$ cat src/rtl/mst_fifo_prefetch.sv
// Per-channel prefetch buffers feeding the master FIFO bus state machine from the internal FIFO bank.
// Optional PREF_FLUSH_EN adds pref_flush to drop all buffered and in-flight words.

module mst_fifo_prefetch_chan #(
  parameter int DEPTH = 4,
  parameter int DW    = 36
) (
  input  logic                       clk,
  input  logic                       rst,
  input  logic                       flush,
  input  logic                       push,
  input  logic [DW-1:0]              push_data,
  input  logic                       pop,
  output logic [$clog2(DEPTH):0]     cnt,
  output logic [DW-1:0]              head,
  output logic                       nempt
);
  localparam int AW = $clog2(DEPTH);

  logic [DW-1:0] ram [DEPTH];
  logic [AW:0]   wr_ptr, rd_ptr, wr_nxt, rd_nxt;

  always_comb begin
    wr_nxt = wr_ptr + (AW+1)'(push);
    rd_nxt = rd_ptr + (AW+1)'(pop);
    if (flush) begin
      wr_nxt = wr_ptr;
      rd_nxt = wr_ptr;
    end
  end

  always_ff @(posedge clk) begin
    if (rst) begin
      wr_ptr <= '0;
      rd_ptr <= '0;
      nempt  <= 1'b0;
    end else begin
      wr_ptr <= wr_nxt;
      rd_ptr <= rd_nxt;
      nempt  <= (wr_nxt != rd_nxt);
    end
  end

  // Storage is not reset; the output mux masks it while the buffer is empty.
  always_ff @(posedge clk) begin
    if (push && !flush)
      ram[wr_ptr[AW-1:0]] <= push_data;
  end

  assign cnt  = wr_ptr - rd_ptr;
  assign head = ram[rd_ptr[AW-1:0]];
endmodule

module mst_fifo_prefetch #(
  parameter int DEPTH = 4,
  parameter int DW    = 36
) (
  input  logic          clk,
  input  logic          rst,
  input  logic          prefena,
  input  logic          prefreq,
  input  logic [1:0]    prefchn,
  output logic [3:0]    prefnempt,
  output logic [DW-1:0] prefdout,
  input  logic [3:0]    ofifo_nempt,
  output logic          ofifo_rd,
  output logic [1:0]    ofifo_rdid,
  input  logic [DW-1:0] ofifo_rdat,
`ifdef PREF_FLUSH_EN
  input  logic          pref_flush,
`endif
  output logic          pref_udf
);
  localparam int NCH = 4;
  localparam int CW  = $clog2(DEPTH) + 1;

  typedef enum logic {FIDLE, FWAIT} fstate_t;
  typedef struct packed {
    logic       vld;
    logic       rr;
    logic [1:0] ch;
  } fetch_req_t;

  fstate_t                   state, state_nxt;
  fetch_req_t                gnt;
  logic                      flush, issue;
  logic [1:0]                wid, rr_ptr, rr_idx;
  logic [NCH-1:0][CW-1:0]    cnt;
  logic [NCH-1:0][DW-1:0]    head;
  logic [NCH-1:0]            nempt, pend, room, elig, push, pop;

`ifdef PREF_FLUSH_EN
  assign flush = pref_flush;
`else
  assign flush = 1'b0;
`endif

  for (genvar g = 0; g < NCH; g++) begin : g_ch
    // The word in flight already owns a slot, so it counts against room.
    assign pend[g] = (state == FWAIT) && (wid == 2'(g));
    assign room[g] = ({1'b0, cnt[g]} + {{CW{1'b0}}, pend[g]}) < (CW+1)'(DEPTH);
    assign elig[g] = ofifo_nempt[g] && room[g];
    assign push[g] = pend[g];
    assign pop[g]  = prefreq && (prefchn == 2'(g)) && (cnt[g] != '0) && !flush;

    mst_fifo_prefetch_chan #(.DEPTH(DEPTH), .DW(DW)) u_chan (
      .clk       (clk),
      .rst       (rst),
      .flush     (flush),
      .push      (push[g]),
      .push_data (ofifo_rdat),
      .pop       (pop[g]),
      .cnt       (cnt[g]),
      .head      (head[g]),
      .nempt     (nempt[g])
    );
  end

  // Write-state channel wins outright; otherwise round-robin from rr_ptr.
  always_comb begin
    gnt    = '0;
    rr_idx = '0;
    if (prefena && elig[prefchn]) begin
      gnt = '{vld: 1'b1, rr: 1'b0, ch: prefchn};
    end else begin
      for (int i = 0; i < NCH; i++) begin
        rr_idx = rr_ptr + 2'(i);
        if (!gnt.vld && elig[rr_idx])
          gnt = '{vld: 1'b1, rr: 1'b1, ch: rr_idx};
      end
    end
  end

  assign issue = gnt.vld && !rst && !flush;

  always_comb begin
    state_nxt  = state;
    ofifo_rd   = 1'b0;
    ofifo_rdid = '0;
    if (issue) begin
      ofifo_rd   = 1'b1;
      ofifo_rdid = gnt.ch;
    end
    unique case (state)
      FIDLE:   state_nxt = issue ? FWAIT : FIDLE;
      FWAIT:   state_nxt = issue ? FWAIT : FIDLE;
      default: state_nxt = FIDLE;
    endcase
  end

  always_ff @(posedge clk) begin
    if (rst) begin
      state    <= FIDLE;
      wid      <= '0;
      rr_ptr   <= '0;
      pref_udf <= 1'b0;
    end else begin
      state <= state_nxt;
      if (issue)
        wid <= gnt.ch;
      if (issue && gnt.rr)
        rr_ptr <= gnt.ch + 2'd1;
      if (prefreq && (cnt[prefchn] == '0))
        pref_udf <= 1'b1;
    end
  end

  assign prefnempt = nempt;
  assign prefdout  = (cnt[prefchn] != '0) ? head[prefchn] : '0;
endmodule

$ cat config.mk
export PLATFORM = sky130hd
export DESIGN_NAME = mst_fifo_prefetch
export DESIGN_NICKNAME = d
export VERILOG_FILES = /design/src/rtl/mst_fifo_prefetch.sv
export SDC_FILE = /design/constraint.sdc
export NUM_CORES = 1
export LEC_CHECK = 0
export CORE_MARGIN = 2
export CORE_UTILIZATION = 25
export DETAILED_ROUTE_END_ITERATION = 7
export GPL_TIMING_DRIVEN = 0
export HOLD_SLACK_MARGIN = 0.15
export PLACE_DENSITY_LB_ADDON = 0.25
export SKIP_LAST_GASP = 1
export SYNTH_ARGS = -nofsm -noshare
export SYNTH_HDL_FRONTEND = slang
export SYNTH_SLANG_ARGS = --single-unit
$ cat constraint.sdc
create_clock -name clk -period 3.7 [get_ports clk]
set_input_delay 0.555 -clock clk [delete_from_list [all_inputs] [get_ports clk]]
set_output_delay 0.555 -clock clk [all_outputs]
set_load 0.01 [all_outputs]
==> results by group, run 1 <==
Clocking
  – CTS tree: yes
  – Worst skew pair latency: 0.62 ns
  – CTS sink cnt: 610
  – CTS clk-pin slew, worst paths: 0.06 ns
  – Hold_buf cts: 0
  – Clock buffer count from CTS: 60
  – Clk root buf: clkbuf_16
  – # H-tree levels: 2
  – CTS Buffer Depth: 3

Cells and area
  – Post-layout instance area: 0.02984 mm^2
  – Nets@finish: 1351
  – Non-Filler Instances: 2591
  – Final antenna diode count: 0
  – Area growth from synthesis to layout: 24.90%
  – Layout fillers: 9007
  – Layout cell share with drive strength beyond 1: 38.69%

Yosys
  – Synth top cells by count: edfxtp_1 (576), mux4_2 (181), nor2b_1 (52)
  – Yosys cell types: 51
  – Syn_area_per_cell: 22.84 um^2
  – Net Count, Synth: 1116
  – Post-synthesis async set-or-reset flop share: 0%
  – Top cell type's share of synthesized area: 72.40%
  – EDFF count, synth: 576
  – Syn Inst Count: 1046
  – Synth area leader: edfxtp_1
  – Mapped Area: 0.02389 mm^2
  – Synth Register Bits: 610
  – Yosys warnings: 0
  – Register area share after synthesis: 75.24%
  – Main synth FF type: edfxtp_1
  – Ranking of synthesized cells by area: edfxtp_1 (72%), mux4_2 (17%), dfxtp_1 (2.8%)
  – Top-count cell post-synth: edfxtp_1

Timing
  – Final Cycle Share: 100.1%
  – Crit path time final: 3.703 ns
  – Worst setup margin: -0.003127 ns
  – Slew margin rel.: 23.56%
  – Hold Fails Final Rpt: 0
  – Clk_skew: 0.02163 ns
  – Worst-Margin Slew: 1.147 ns
  – Final setup viols: 2
  – Final Slew Violations: 0
  – RSZ-0062 raised after global routing: yes
  – Peak Freq: 270.0 MHz

Worst setup path
  – Startpoint Class: flop
  – Worst r2r dst: pref_udf$_SDFFE_PP0P_
  – Worst R2R Path Depth: 12
  – Setup CP Type: reg -> out
  – Crit path capture type: output pin
  – R2r startpoint: g_ch[2].u_chan.wr_ptr[0]$_SDFF_PP0_
  – Worst-path maximum fanout: 5
  – Arrival @ worst endpoint: 3.15 ns
  – CP required: 3.14 ns
  – R2r setup slk: 0.99 ns

Power
  – Internal Power: 11.95 mW
  – Total Power: 15.19 mW
  – Logic pwr share: 8.7%
  – Sequential power share: 51.1%
  – Power share of the clock group: 40.1%
  – Power Dens Cells: 509.1 mW/mm^2
  – Switch share: 21.37%
  – VDD IR-drop max: 0.4142 mV
  – Static leakage power: 9.465 nW
  – Sw power: 3.247 mW

Floorplanning
  – Die area: 0.09806 mm^2
  – Die H: 313.1 um
  – IO Count: 90
  – Core box area: 0.09487 mm^2
  – Starting Density: 25.18%
  – FP Rows: 113
  – Die width: 313.1 um

Placement
  – Placement Cell Area: 0.02725 mm^2
  – Dpl cells: 2463
  – Dpl ws: -0.6106 ns
  – Hpwl dp: 40.41 mm
  – RePlAce Congestion: 0.7012
  – PortBufs: 87

Detailed routing
  – WL final: 60.19 mm
  – Via density: 4.359
  – Vias post-DR: 11290
  – 1st-pass router iterations: 5
  – WL/cell: 23.23 um
  – Antenna-violating nets left: 0
  – DRC: 0
  – 1st-iter DRT viols: 900

Global routing
  – Largest net degree at the start of global routing: 20
  – Initial antenna violation count: 3
  – Vias in the first global route: 12050
  – Global-route wire length before repair: 86.18 mm
  – GRT overflow: 0
  – GRT Total Usage: 12.22%

Min path
  – Hold endpoint: pref_udf$_SDFFE_PP0P_
  – Worst Hold Depth: 2
  – Min-Delay Startpoint: pref_udf$_SDFFE_PP0P_
  – Worst hold path class: reg -> reg

Status
  – Failing checks: setup timing
  – Status: finished, violations left

Run
  – Max Cap Viol: 0
-- power by group through the flow --
stage | clock network [mW] | logic, mW | registers, mW
CTS | 6.26 | 1.26 | 7.77
floorplan | 0 | 0.556 | 7.91
finish | 6.10 | 1.32 | 7.77
global route | 6.50 | 1.42 | 7.78
detailed placement | 0 | 1.14 | 7.92
global placement | 0 | 1.05 | 7.94
-- registers in the layout, indices dropped and copies added, names as in the netlist --
| signal | flops |
|---|---|
| g_ch.u_chan.nempt | 4 |
| g_ch.u_chan.ram | 576 |
| g_ch.u_chan.rd_ptr | 12 |
| g_ch.u_chan.wr_ptr | 12 |
| pref_udf | 1 |
| rr_ptr | 2 |
| state | 1 |
| wid | 2 |
-- layer usage --
metal  up-vias  part of all wire (%)  track usage [%]
met5         -                 0.060                0
li1       4864                     -                -
met2       210                    51            21.34
met4         6                   1.8            2.719
met1      6136                    44            15.83
met3        78                   3.5            2.170
-- how the worst max path moves through the flow --
stage | from | end | slack [ns] | cells after the start
6_report | g_ch[2].u_chan.wr_ptr[0]$_SDFF_PP0_ | prefdout[34] | -0.003 | 11
5_1_grt | g_ch[0].u_chan.wr_ptr[0]$_SDFF_PP0_ | prefdout[32] | -0.11 | 11
4_1_cts | g_ch[2].u_chan.wr_ptr[0]$_SDFF_PP0_ | ofifo_rdid[0] | -0.1 | 9
3_5_place_dp | g_ch[1].u_chan.wr_ptr[0]$_SDFF_PP0_ | prefdout[21] | -0.61 | 9
3_3_place_gp | wid[1]$_SDFFE_PP0P_ | g_ch[0].u_chan.ram[2][19]$_DFFE_PP_ | -3.95 | 3
2_1_floorplan | state$_SDFF_PP0_ | g_ch[0].u_chan.ram[0][0]$_DFFE_PP_ | -0.08 | 3
-- repair_timing --
item	CTS	global route
resized for setup	269	46
setup buffers	13	5
cloned	1	2
pin swaps	4	7
setup endpoints to repair	39	39
-- logic make-up (layout without fill, tap and decap cells) --
family / after synthesis / in the layout / synth area share, %
XOR/XNOR: 24 / 24 / 1.110
adder cells (fa/ha/maj): 24 / 24 / 1.383
multiplexers: 182 / 182 / 17.10
AND/OR/NAND/NOR: 106 / 106 / 2.587
buffers and inverters: 71 / 351 / 1.377
AO/OA/AOI/OAI: 29 / 29 / 1.194
flip-flops: 610 / 610 / 75.24
-- critical path, cell delays in order (launching register included) --
cell       delay, ns
dfxtp_4         0.36
inv_4           0.05
ha_4            0.15
fa_2            0.32
xnor3_2         0.27
and3_4          0.17
mux4_2          0.49
buf_12          0.18
buf_16          0.16
clkbuf_16       0.17
nor2b_4         0.11
buf_6           0.10
-- cells in the final DEF (no fill, tap or decap), types with 6 or more instances in the layout --
cell type,instances
nor2_1,11
clkbuf_16,63
clkinv_2,8
buf_4,36
clkdlybuf4s50_1,48
buf_2,19
buf_6,78
dfxtp_1,26
xnor2_1,20
nor2b_1,26
mux4_2,181
ha_1,16
bufinv_16,8
clkbuf_1,25
dfxtp_2,6
nor2b_4,22
clkbuf_4,8
clkinv_1,12
inv_1,14
buf_12,6
nor3_2,12
edfxtp_1,576
clkbuf_2,8
-- final cells by class --
class | instances | area, um^2 | share of cell area (%)
Sequential cell | 610 | 17990 | 60.30
Multi-Input combinational cell | 365 | 5979 | 20.04
Tap cell | 1265 | 1583 | 5.304
Buffer | 53 | 402.9 | 1.350
Clock inverter | 31 | 361.6 | 1.212
Timing Repair Buffer | 173 | 1866 | 6.252
Inverter | 18 | 72.57 | 0.2432
Clock buffer | 76 | 1583 | 5.304
-- metrics by stage --
stage,util (%),hold WS [ns],TNS [ns]
2_1_floorplan,-,0.4806,-11.60
3_5_place_dp,28.72,0.4675,-12.23
5_1_grt,31.45,0.5112,-1.704
6_report,31.45,0.4737,-0.005758
3_3_place_gp,27.77,0.4710,-1760.58
4_1_cts,31.14,0.4832,-1.191
No activity file was read; power rests on OpenSTA's default activity.
==> run 2: changes to the inputs <==
--- a/config.mk
+++ b/config.mk
@@ -5,6 +5,7 @@
 export SDC_FILE = /design/constraint.sdc
 export NUM_CORES = 1
 export LEC_CHECK = 0
+export CAP_MARGIN = 0
 export CORE_MARGIN = 2
 export CORE_UTILIZATION = 25
 export DETAILED_ROUTE_END_ITERATION = 7
==> results of run 2 <==
No change in the layout: final DEF, timing and power equal those of run 1.
